===== src/rtl/key_filter_pkg.sv =====
// Shared types and constants for the push-button debouncer.
package key_filter_pkg;

  localparam int unsigned KEY_CNT_MAX_DEF  = 999_999;
  localparam int unsigned KEY_LONG_MAX_DEF = 49_999_999;
  localparam logic        KEY_PRESSED      = 1'b0;

  typedef enum logic [1:0] {
    KEY_UP      = 2'd0,
    KEY_FILT_DN = 2'd1,
    KEY_DOWN    = 2'd2,
    KEY_FILT_UP = 2'd3
  } key_state_t;

  // Bits needed to count 0..max_val, never less than one.
  function automatic int unsigned cnt_width(input int unsigned max_val);
    return (max_val == 0) ? 1 : $clog2(max_val + 1);
  endfunction

endpackage


===== src/rtl/sync_2ff.sv =====
// Two-flop synchronizer for a single asynchronous board input.
module sync_2ff #(
  parameter logic RST_VAL = 1'b1
) (
  input  logic sys_clk,
  input  logic sys_rst_n,
  input  logic async_in,
  output logic sync_out
);

  logic meta;

  // Two back-to-back flops give the first stage a full cycle to settle.
  always_ff @(posedge sys_clk or negedge sys_rst_n) begin
    if (!sys_rst_n) begin
      meta     <= RST_VAL;
      sync_out <= RST_VAL;
    end else begin
      meta     <= async_in;
      sync_out <= meta;
    end
  end

endmodule


===== src/rtl/key_filter.sv =====
// Debounces an active-low push-button: clean level plus press/release strobes.
// Optional long-press pulse is built when KEY_FILTER_LONG_EN is defined.
module key_filter
  import key_filter_pkg::*;
#(
  parameter int unsigned CNT_MAX  = KEY_CNT_MAX_DEF
`ifdef KEY_FILTER_LONG_EN
  ,
  parameter int unsigned LONG_MAX = KEY_LONG_MAX_DEF
`endif
) (
  input  logic sys_clk,
  input  logic sys_rst_n,
  input  logic key_in,
  output logic key_level,
  output logic key_press,
  output logic key_release
`ifdef KEY_FILTER_LONG_EN
  ,
  output logic key_long
`endif
);

  localparam int unsigned    CNT_W    = cnt_width(CNT_MAX);
  localparam logic [CNT_W-1:0] CNT_LAST = CNT_W'(CNT_MAX);

  logic             key_sync;
  key_state_t       state;
  key_state_t       state_nxt;
  logic [CNT_W-1:0] cnt;
  logic [CNT_W-1:0] cnt_nxt;
  logic             level_nxt;
  logic             press_nxt;
  logic             release_nxt;

  sync_2ff #(
    .RST_VAL (1'b1)
  ) u_sync (
    .sys_clk   (sys_clk),
    .sys_rst_n (sys_rst_n),
    .async_in  (key_in),
    .sync_out  (key_sync)
  );

  // State and filter counter register.
  always_ff @(posedge sys_clk or negedge sys_rst_n) begin
    if (!sys_rst_n) begin
      state <= KEY_UP;
      cnt   <= '0;
    end else begin
      state <= state_nxt;
      cnt   <= cnt_nxt;
    end
  end

  // Next state; the counter only runs inside the two filter states.
  always_comb begin
    state_nxt = state;
    cnt_nxt   = '0;
    case (state)
      KEY_UP: begin
        if (key_sync == KEY_PRESSED) state_nxt = KEY_FILT_DN;
      end
      KEY_FILT_DN: begin
        if (key_sync != KEY_PRESSED)  state_nxt = KEY_UP;
        else if (cnt == CNT_LAST)     state_nxt = KEY_DOWN;
        else                          cnt_nxt   = cnt + CNT_W'(1);
      end
      KEY_DOWN: begin
        if (key_sync != KEY_PRESSED) state_nxt = KEY_FILT_UP;
      end
      KEY_FILT_UP: begin
        if (key_sync == KEY_PRESSED)  state_nxt = KEY_DOWN;
        else if (cnt == CNT_LAST)     state_nxt = KEY_UP;
        else                          cnt_nxt   = cnt + CNT_W'(1);
      end
      default: state_nxt = KEY_UP;
    endcase
  end

  // Output next-values: strobes coincide with the level change.
  always_comb begin
    press_nxt   = (state == KEY_FILT_DN) && (key_sync == KEY_PRESSED) && (cnt == CNT_LAST);
    release_nxt = (state == KEY_FILT_UP) && (key_sync != KEY_PRESSED) && (cnt == CNT_LAST);
    level_nxt   = key_level;
    if (press_nxt)   level_nxt = KEY_PRESSED;
    if (release_nxt) level_nxt = ~KEY_PRESSED;
  end

  // Registered outputs.
  always_ff @(posedge sys_clk or negedge sys_rst_n) begin
    if (!sys_rst_n) begin
      key_level   <= ~KEY_PRESSED;
      key_press   <= 1'b0;
      key_release <= 1'b0;
    end else begin
      key_level   <= level_nxt;
      key_press   <= press_nxt;
      key_release <= release_nxt;
    end
  end

`ifdef KEY_FILTER_LONG_EN
  localparam int unsigned      LONG_W    = cnt_width(LONG_MAX);
  localparam logic [LONG_W-1:0] LONG_LAST = LONG_W'(LONG_MAX);

  logic [LONG_W-1:0] long_cnt;
  logic              long_done;
  logic              key_held;
  logic              long_nxt;

  // Held time spans bounces during release, so FILT_UP keeps counting.
  assign key_held = (state == KEY_DOWN) || (state == KEY_FILT_UP);
  assign long_nxt = key_held && (long_cnt == LONG_LAST) && !long_done;

  // Saturating hold counter; long_done limits the pulse to one per press.
  always_ff @(posedge sys_clk or negedge sys_rst_n) begin
    if (!sys_rst_n) begin
      long_cnt  <= '0;
      long_done <= 1'b0;
      key_long  <= 1'b0;
    end else begin
      key_long <= long_nxt;
      if (state_nxt == KEY_UP) begin
        long_cnt  <= '0;
        long_done <= 1'b0;
      end else if (key_held) begin
        if (long_cnt != LONG_LAST) long_cnt <= long_cnt + LONG_W'(1);
        if (long_nxt)              long_done <= 1'b1;
      end
    end
  end
`endif

endmodule

===== config.mk =====
export PLATFORM = sky130hd
export DESIGN_NAME = key_filter
export DESIGN_NICKNAME = d
export VERILOG_FILES = /design/src/rtl/key_filter_pkg.sv /design/src/rtl/sync_2ff.sv /design/src/rtl/key_filter.sv
export SDC_FILE = /design/constraint.sdc
export NUM_CORES = 1
export LEC_CHECK = 0
export CORE_UTILIZATION = 35
export DETAILED_ROUTE_END_ITERATION = 8
export GPL_TIMING_DRIVEN = 0
export PLACE_DENSITY = 0.51
export SYNTH_ARGS = -nofsm -noshare
export SYNTH_HDL_FRONTEND = slang
export SYNTH_HIERARCHICAL = 1
export SYNTH_SLANG_ARGS = --single-unit

===== constraint.sdc =====
create_clock -name sys_clk -period 3.4 [get_ports sys_clk]
set_input_delay 0.34 -clock sys_clk [delete_from_list [all_inputs] [get_ports sys_clk]]
set_output_delay 0.34 -clock sys_clk [all_outputs]
set_load 0.03 [all_outputs]

==> results of run 1 <==
## metal layers
layer / vias to the layer above / part of all wire / global-route usage / wire length (µm)
met5: - / 0 / 0 / 0
met4: 0 / 0 / 0.0286 / 0
met3: 0 / 0.028 / 0.0497 / 60
met2: 8 / 0.49 / 0.211 / 1070
met1: 425 / 0.48 / 0.187 / 1050
li1: 452 / - / - / -
## cell usage after synthesis, drive strengths merged (2+ instances only)
cell	n	area share
xnor2	11	0.077
nor3	5	0.020
dfstp	3	0.063
inv	7	0.021
or3	6	0.030
a21oi	6	0.024
xor2	2	0.014
buf	2	0.013
nor2	18	0.054
dfrtp	24	0.48
or4	3	0.018
nand3	7	0.036
nand2	7	0.021
o21ai	6	0.024
nand4	5	0.025
## registers in the layout, summed over array words and instances (netlist names), named ones only
name	count
u_sync/sync_out	1
key_press	1
state	1
key_release	1
key_level	1
u_sync/meta	1
cnt	20
## metrics by stage
stage          area, µm²  total power, µW  cells  hold WS [ns]
6_report            1390              481    180         0.366
4_1_cts             1390              492    180         0.368
3_5_place_dp        1370              351    176         0.347
5_1_grt             1390              509    180         0.373
2_1_floorplan       1260              340    125        0.0444
3_3_place_gp        1370              351    176         0.346
## final cells by class
class	count	share of cell area
plain buffers	3	0.0144
clock buffers	3	0.0162
multi-input cells	88	0.382
well taps	46	0.0413
repair buffers	5	0.0359
flip-flops and latches	27	0.488
inverters	7	0.0189
clock inverters	1	0.00359
## logic make-up (layout without fill, tap and decap cells)
group / count (synthesis) / after routing
compound gates: 16 / 16
xor+xnor: 13 / 13
fa+ha+maj: 1 / 1
buf+inv: 10 / 19
flops: 27 / 27
mux: 1 / 1
simple gates: 57 / 57
## worst min-delay path by stage
stage / startpoint / endpoint / slack [ns] / cells after the start
global route: u_sync/meta / u_sync/sync_out / 0.37 / 0
finish: u_sync/meta / u_sync/sync_out / 0.37 / 0
global placement: u_sync/meta / u_sync/sync_out / 0.35 / 0
detailed placement: u_sync/meta / u_sync/sync_out / 0.35 / 0
floorplan: sys_rst_n / async pin / 0.04 / 0
CTS: u_sync/meta / u_sync/sync_out / 0.37 / 0
## power by group through the flow
stage	registers (µW)	logic, µW	clock network (µW)
after floorplan	333	7.14	0
after global placement	333	17.7	0
after detailed placement	334	17.9	0
after CTS	328	17.9	147
after global routing	328	19.8	161
final	328	17.0	136
## cell usage in the layout, fill, tap and decap left out, types with 6 or more instances in the layout
cell / n
dfrtp_1: 24
nor2_1: 18
xnor2_1: 11
nand2_1: 7
inv_1: 7
o21ai_0: 6
or3_1: 6
a21oi_1: 6
==> out/results.txt, run 1 <==
largest family of logic cells by synthesized area: simple AND/OR/NAND/NOR gates
Adder-Cell Fraction of Synth Area: 0.00995
final setup vio count: 0
Detail Placement HPWL: 1570 µm
XOR/XNOR share of the synthesized area: 0.0905
Clock Sinks: 27
CTS tree: built
via count: 885
Clock Tree Root: clkbuf_4
Antenna Cells: 0
Final Max Tran Viols: 0
multi-input logic area: 532 µm²
postcts setup bufs: 0
max_cap viols: 0
grt ovf: 0
FF-to-FF setup slack: 1.22 ns
setup TNS: 0 ns
leakage power total: 0.000510 µW
drt pass-1 iters: 4
Mapped Cells: 125
status: finished clean
worst-path fanout max: 7
Final nets: 139
remaining antenna violation count: 0
Relative slew margins: 0.195
endpoint type of the worst setup path: flop
Place WS: 1.25 ns
Synth Register Bits: 27
core area: 0.00339 mm²
Clk pin slew, worst setup/hold paths: 0.14 ns
die extent in x: 61.9 µm
Peak Freq: 0.459 GHz
Crit. Startpoint: cnt[0]
Clock power frac: 0.283
Reg power frac: 0.681
multiplexer area fraction after synthesis: 0.00796
Die Ht: 61.9 µm
Top FF cell, synth: dfrtp_1
number of antenna violations at the first check in global routing: 0
Syn. warnings: 6
IO Port Bufs: 5
CTS Hold Bufs: 0
switching share of power: 0.221
power per cell area: 345 mW/mm²
worst slew pin tran: 1.20 ns
Crit Path Class: reg -> reg
Cell variety after synth: 30
Simple-Gate Fraction of Synth Area: 0.242
Tcrit/Tclk final: 0.641
vias in the first global route: 813
routed vias/inst: 4.92
Reg2Reg Depth: 6
crit-path cells: ha_1 > nand3_2 > or4_1 > buf_2 > or4_1 > a21oi_1
Critical Path RT: 3.66 ns
wire per inst: 12.1 µm
Tmin final: 2.18 ns
net load switching power: 106 µW
I/O pins: 6
CP Depth: 6
fill count: 328
number of CTS-inserted buffers: 3
GPL Wtd Cong: 0.779
drt initial violations: 30
Reg area: 679 µm²
Int Pwr: 375 µW
Starting Density: 0.371
Worst Slack Setup Final: 1.22 ns
reg2reg end: cnt[18]
drc violations: 0
Core Rows: 21
Worst path slowest cell: or4_1
clk_skew: 0.00589 ns
Clock Latency Late Sink: 0.32 ns
Startpoint Class: flop
Layout Area Growth over Synthesis: 10.7%
register area share after synthesis: 0.540
final wirelength: 2180 µm
htree depth: 1
asr flop ratio synth: 1.00
CP bufs+invs: 1
Post-Syn Nets: 129
crit-path most repeated cell: or4_1
largest net degree at the start of global routing: 28
Post-synth EDFFs: 0
CP Capture Point: cnt[18]
final core occ: 0.411
Crit path largest cell delay: 0.52 ns
RSZ-0062 raised after global routing: no
maximum VDD drop: 195 µV
Max clock buf depth: 2
CP top delay family: simple AND/OR/NAND/NOR gates
first-pass GRT wire length: 3740 µm
gr usage total: 0.138
fraction of layout cells with a size suffix above 1: 0.104
critical path arrival: 2.44 ns
Crit Reg-Reg Startpoint: cnt[0]
Die ar.: 0.00384 mm²
Mapped Avg Cell Area: 10.1 µm²
Post-CTS Resized: 0
synthesized area: 0.00126 mm²
final hold vios: 0
Worst Hold Class: reg -> reg
Synth Area in Compound Gates: 0.0726
combinational power share: 0.035
(Power assumes the default switching activity.)
==> inputs of run 2 (changes only) <==
--- a/config.mk
+++ b/config.mk
@@ -8,7 +8,7 @@
 export CORE_UTILIZATION = 35
 export DETAILED_ROUTE_END_ITERATION = 8
 export GPL_TIMING_DRIVEN = 0
-export PLACE_DENSITY = 0.51
+export PLACE_DENSITY = 0.53
 export SYNTH_ARGS = -nofsm -noshare
 export SYNTH_HDL_FRONTEND = slang
 export SYNTH_HIERARCHICAL = 1
==> constraint.sdc (replaced) <==
create_clock -name sys_clk -period 1.97 [get_ports sys_clk]
set_input_delay 0.197 -clock sys_clk [delete_from_list [all_inputs] [get_ports sys_clk]]
set_output_delay 0.197 -clock sys_clk [all_outputs]
set_load 0.03 [all_outputs]
==> run 2 against run 1 <==
Power grew 74%. Maximum frequency is 16% higher. Largest power group unchanged. Critical endpoint unchanged. First-iteration DRC count grew 40%. Highest routed layer is now met4.
==> out/results.txt, run 2 (synthesis results as in run 1) <==
status: finished clean
Crit path largest cell delay: 0.59 ns (+0.07 ns)
core area: 0.00339 mm² (unchanged)
CTS tree: built
htree depth: 1 (unchanged)
leakage power total: 0.000525 µW (+3.1%)
FF-to-FF setup slack: 0.09 ns (-1.13 ns)
vias in the first global route: 815 (+0.25%)
setup TNS: 0 ns (unchanged)
Peak Freq: 0.532 GHz (+16%)
CP bufs+invs: 0 (-1)
combinational power share: 0.037 (+0.002)
Detail Placement HPWL: 1510 µm (-3.8%)
final setup vio count: 0 (unchanged)
Crit Reg-Reg Startpoint: cnt[0]
WHS Endpoint: u_sync/meta
Int Pwr: 648 µW (+73%)
Place WS: -0.0601 ns (-1.31 ns)
power per cell area: 574 mW/mm² (+66%)
Antenna Cells: 0 (unchanged)
RSZ-0062 raised after global routing: no
Die Ht: 61.9 µm (unchanged)
maximum VDD drop: 311 µV (+60%)
Clk pin slew, worst setup/hold paths: 0.15 ns (about the same)
GPL Wtd Cong: 0.771 (-0.96%)
Worst Slack Setup Final: 0.0891 ns (-1.13 ns)
commonest non-fill, non-tap cell in the layout: dfrtp_1
Relative slew margins: 0.225 (+0.0304)
Core Rows: 21 (unchanged)
gr usage total: 0.133 (-0.00485)
switching share of power: 0.223 (+0.00258)
die extent in x: 61.9 µm (unchanged)
Max clock buf depth: 2 (unchanged)
reg2reg end: cnt[18]
worst slew pin tran: 1.16 ns (-0.0455 ns)
max reg flops: 20 (unchanged)
Worst path slowest cell: or4_4
routed vias/inst: 4.98 (+1.2%)
wire per inst: 12.0 µm (-1.2%)
Final Max Tran Viols: 0 (unchanged)
Final nets: 141 (+1.4%)
net load switching power: 186 µW (+76%)
Inst Count DP: 176 (unchanged)
fraction of layout cells with a size suffix above 1: 0.176 (+0.0720)
Hold Path Depth: 1 (+1)
via count: 906 (+2.4%)
grt ovf: 0 (unchanged)
IO Port Bufs: 5 (unchanged)
largest net degree at the start of global routing: 28 (unchanged)
Clock Latency Late Sink: 0.33 ns (about the same)
most frequent cells in the layout: dfrtp_1 (23), nor2_1 (18), xnor2_1 (11)
number of antenna violations at the first check in global routing: 0 (unchanged)
drt initial violations: 42 (+40%)
drt pass-1 iters: 4 (unchanged)
drc violations: 0 (unchanged)
post-route insts no fill: 182 (+1.1%)
endpoint type of the worst setup path: flop
critical path arrival: 2.15 ns (-0.29 ns)
Clock Tree Root: clkbuf_4
worst-path fanout max: 7 (unchanged)
Startpoint Class: flop
Die ar.: 0.00384 mm² (unchanged)
CTS Hold Bufs: 0 (unchanged)
Critical Path RT: 2.24 ns (-1.42 ns)
crit-path cells: ha_4 > nand3_4 > or4_4 > or4_4 > a21oi_2
number of CTS-inserted buffers: 3 (unchanged)
Most flops, register: cnt
Tmin final: 1.88 ns (-0.299 ns)
max_cap viols: 0 (unchanged)
Layout Area Growth over Synthesis: 15.6%
final core occ: 0.429 (+0.0181)
clk_skew: 0.0139 ns (+0.00801 ns)
Starting Density: 0.371 (unchanged)
remaining antenna violation count: 0 (unchanged)
Worst Hold Class: in -> reg
Clock power frac: 0.284 (about the same)
final hold vios: 0 (unchanged)
Reg power frac: 0.679 (-0.002)
first-pass GRT wire length: 3730 µm (-0.35%)
Clock Sinks: 27 (unchanged)
Hold Crit Start: key_in
Crit Path Class: reg -> reg
crit-path most repeated cell: or4_4
final wirelength: 2180 µm (about the same)
Tcrit/Tclk final: 0.955 (+0.314)
Reg2Reg Depth: 5 (-1)
CP top delay family: simple AND/OR/NAND/NOR gates
I/O pins: 6 (unchanged)
-- run 2: power groups by stage --
| stage | combinational (µW) | sequential [µW] | clock [µW] |
|---|---|---|---|
| after floorplan | 13.0 | 576 | 0 |
| after global placement | 31.0 | 576 | 0 |
| after detailed placement | 31.7 | 577 | 0 |
| after CTS | 32.2 | 567 | 252 |
| after global routing | 35.7 | 568 | 274 |
| final | 30.5 | 567 | 237 |
-- run 2: how the worst max path moves through the flow --
stage / to / start / cells after the start
floorplan: cnt[18] / cnt[0] / 6
global placement: cnt[18] / cnt[0] / 6
detailed placement: cnt[18] / cnt[0] / 6
CTS: cnt[5] / cnt[0] / 7
global route: cnt[18] / cnt[1] / 5
finish: cnt[18] / cnt[0] / 5
-- run 2: stage by stage --
step	instance area (µm²)	total power [µW]	hold WS (ns)
after floorplan	1290	589	-0.0986
after global placement	1400	607	0.346
after detailed placement	1400	608	0.347
after CTS	1440	850	0.251
after global routing	1450	878	0.261
final	1450	835	0.266
-- run 2: metal layers --
layer	share of wire	track usage	vias up	wire, µm
met3	0.026	0.0373	2	56
met1	0.48	0.187	440	1060
li1	-	-	457	-
met5	0	0	-	0
met4	0.0055	0.0190	0	12
met2	0.48	0.208	7	1050
-- run 2: area by class of cell --
| type | count | area (µm²) |
|---|---|---|
| plain buffers | 2 | 16.3 |
| clock buffers | 3 | 22.5 |
| clock inverters | 1 | 5.00 |
| fillers | 328 | 1940 |
| inverters | 7 | 26.3 |
| multi-input cells | 88 | 573 |
| flip-flops and latches | 27 | 681 |
| well taps | 46 | 57.6 |
| repair buffers | 8 | 72.6 |
-- run 2: repair_timing --
item	in CTS	in global routing
cloned	0	0
endpoints found under the setup margin	3	13
buffers inserted	2	1
resized for setup	3	4
endpoints found under the hold margin	0	0
pin swaps	2	1
==> inputs of run 3 (changes only) <==
--- a/config.mk
+++ b/config.mk
@@ -7,7 +7,6 @@
 export LEC_CHECK = 0
 export CORE_UTILIZATION = 35
 export DETAILED_ROUTE_END_ITERATION = 8
-export GPL_TIMING_DRIVEN = 0
 export PLACE_DENSITY = 0.53
 export SYNTH_ARGS = -nofsm -noshare
 export SYNTH_HDL_FRONTEND = slang
==> run 3 against run 2 <==
Sequential share of layout area increased by 0.53 points. Core utilization decreased by 0.48 points. Critical path depth unchanged. Clock power decreased by 2%. Largest cell class unchanged. Highest routed layer unchanged.
==> out/results.txt, run 3 (synthesis results as in run 1) <==
FF-to-FF setup slack: 0.12 ns (+0.03 ns)
drt pass-1 iters: 4 (unchanged)
clk_skew: 0.00229 ns (-0.0116 ns)
reg2reg end: cnt[18]
commonest non-fill, non-tap cell in the layout: dfrtp_1
Starting Density: 0.371 (unchanged)
fraction of layout cells with a size suffix above 1: 0.147 (-0.0294)
drt initial violations: 69 (+64%)
htree depth: 1 (unchanged)
vias in the first global route: 818 (+0.37%)
Core Rows: 21 (unchanged)
status: finished clean
Clock Latency Late Sink: 0.32 ns (about the same)
worst slew pin tran: 0.502 ns (-0.656 ns)
drc violations: 0 (unchanged)
final core occ: 0.424 (-0.00480)
number of antenna violations at the first check in global routing: 0 (unchanged)
Crit path largest cell delay: 0.58 ns (about the same)
gr usage total: 0.131 (-0.00140)
DP Area: 0.00141 mm² (+0.81%)
postcts setup bufs: 0 (-2)
Most flops, register: cnt
final instance area: 0.00144 mm² (-1.1%)
Antenna Cells: 0 (unchanged)
Peak Freq: 0.542 GHz (+1.9%)
maximum VDD drop: 436 µV (+40%)
largest net degree at the start of global routing: 28 (unchanged)
Relative slew margins: 0.662 (+0.437)
Tcrit/Tclk final: 0.937 (-0.0176)
I/O pins: 6 (unchanged)
critical path arrival: 2.11 ns (-0.04 ns)
Power, Total: 831 µW (-0.42%)
wire per inst: 11.9 µm (-0.46%)
remaining antenna violation count: 0 (unchanged)
Post-CTS Resized: 0 (-3)
Detail Placement HPWL: 1550 µm (+2.7%)
Critical Path RT: 2.23 ns (about the same)
number of CTS-inserted buffers: 3 (unchanged)
Clk pin slew, worst setup/hold paths: 0.14 ns (about the same)
Final nets: 141 (unchanged)
Reg2Reg Depth: 5 (unchanged)
via count: 895 (-1.2%)
CP top delay family: simple AND/OR/NAND/NOR gates
Die Ht: 61.9 µm (unchanged)
Tmin final: 1.85 ns (-0.0348 ns)
Clock Sinks: 27 (unchanged)
IO Port Bufs: 5 (unchanged)
RSZ-0062 raised after global routing: no
worst-path fanout max: 7 (unchanged)
core area: 0.00339 mm² (unchanged)
max reg flops: 20 (unchanged)
die extent in x: 61.9 µm (unchanged)
Worst path slowest cell: or4_4
endpoint type of the worst setup path: flop
Worst Hold Class: in -> async
crit-path cells: ha_4 > nand3_4 > or4_4 > or4_1 > a21oi_1
power per cell area: 578 mW/mm² (+0.71%)
fill count: 323 (-1.5%)
most frequent cells in the layout: dfrtp_1 (23), nor2_1 (18), xnor2_1 (11)
CTS tree: built
max_cap viols: 0 (unchanged)
Max clock buf depth: 2 (unchanged)
GPL Wtd Cong: 0.737 (-4.4%)
CTS Hold Bufs: 0 (unchanged)
Final Max Tran Viols: 0 (unchanged)
setup TNS: 0 ns (unchanged)
final setup vio count: 0 (unchanged)
first-pass GRT wire length: 3690 µm (-0.94%)
routed vias/inst: 4.92 (-1.2%)
grt ovf: 0 (unchanged)
Die ar.: 0.00384 mm² (unchanged)
final hold vios: 0 (unchanged)
Crit Reg-Reg Startpoint: cnt[1]
Crit Path Class: reg -> reg
leakage power total: 0.000519 µW (-1.2%)
CP bufs+invs: 0 (unchanged)
Layout Area Growth over Synthesis: 14.3%
Clock Tree Root: clkbuf_4
Startpoint Class: flop
WHS: 0.232 ns (-0.0346 ns)
final wirelength: 2170 µm (-0.46%)
[run 3: area by class of cell]
cell class / instances / area (µm²) / share of cell area
Sequential cell: 27 / 681 / 0.473
Multi-Input combinational cell: 88 / 559 / 0.389
Timing Repair Buffer: 10 / 87.6 / 0.0609
Tap cell: 46 / 57.6 / 0.0400
Clock buffer: 4 / 26.3 / 0.0183
Inverter: 7 / 26.3 / 0.0183
[run 3: layer usage]
layer / part of all wire / wire [µm] / vias up / track usage
met4: 0.0051 / 11 / 0 / 0.0286
met3: 0.023 / 50 / 2 / 0.0435
met2: 0.46 / 1010 / 11 / 0.201
met1: 0.51 / 1100 / 431 / 0.181
met5: 0 / 0 / - / 0
li1: - / - / 451 / -
[run 3: power breakdown]
| part | internal (µW) | leakage (µW) | switching [µW] |
|---|---|---|---|
| registers | 561 | 0.000362 | 5.03 |
| logic | 11.4 | 0.000142 | 19.9 |
| clock network | 79.2 | 0.0000150 | 154 |
| total | 652 | 0.000519 | 179 |
[run 3: worst register-to-register path, cell delays in order (launching register included)]
cell and delay, ns:
dfrtp_1 0.43, ha_4 0.17, nand3_4 0.07, or4_4 0.58, or4_1 0.41, a21oi_1 0.12
[run 3: worst max path at each step]
stage	start	endpoint	slack [ns]	depth (start not counted)
after floorplan	cnt[0]	cnt[18]	0.08	6
after global placement	cnt[0]	cnt[18]	0.15	5
after detailed placement	cnt[8]	cnt[19]	0.13	4
after CTS	cnt[8]	cnt[19]	0.1	4
after global routing	cnt[1]	cnt[18]	0.03	5
final	cnt[1]	cnt[18]	0.12	5
[run 3: through the flow]
stage               instances  setup WS [ns]
finish                    182          0.124
global route              182         0.0271
CTS                       182         0.0959
detailed placement        178          0.127
global placement          178          0.149
floorplan                 125         0.0753
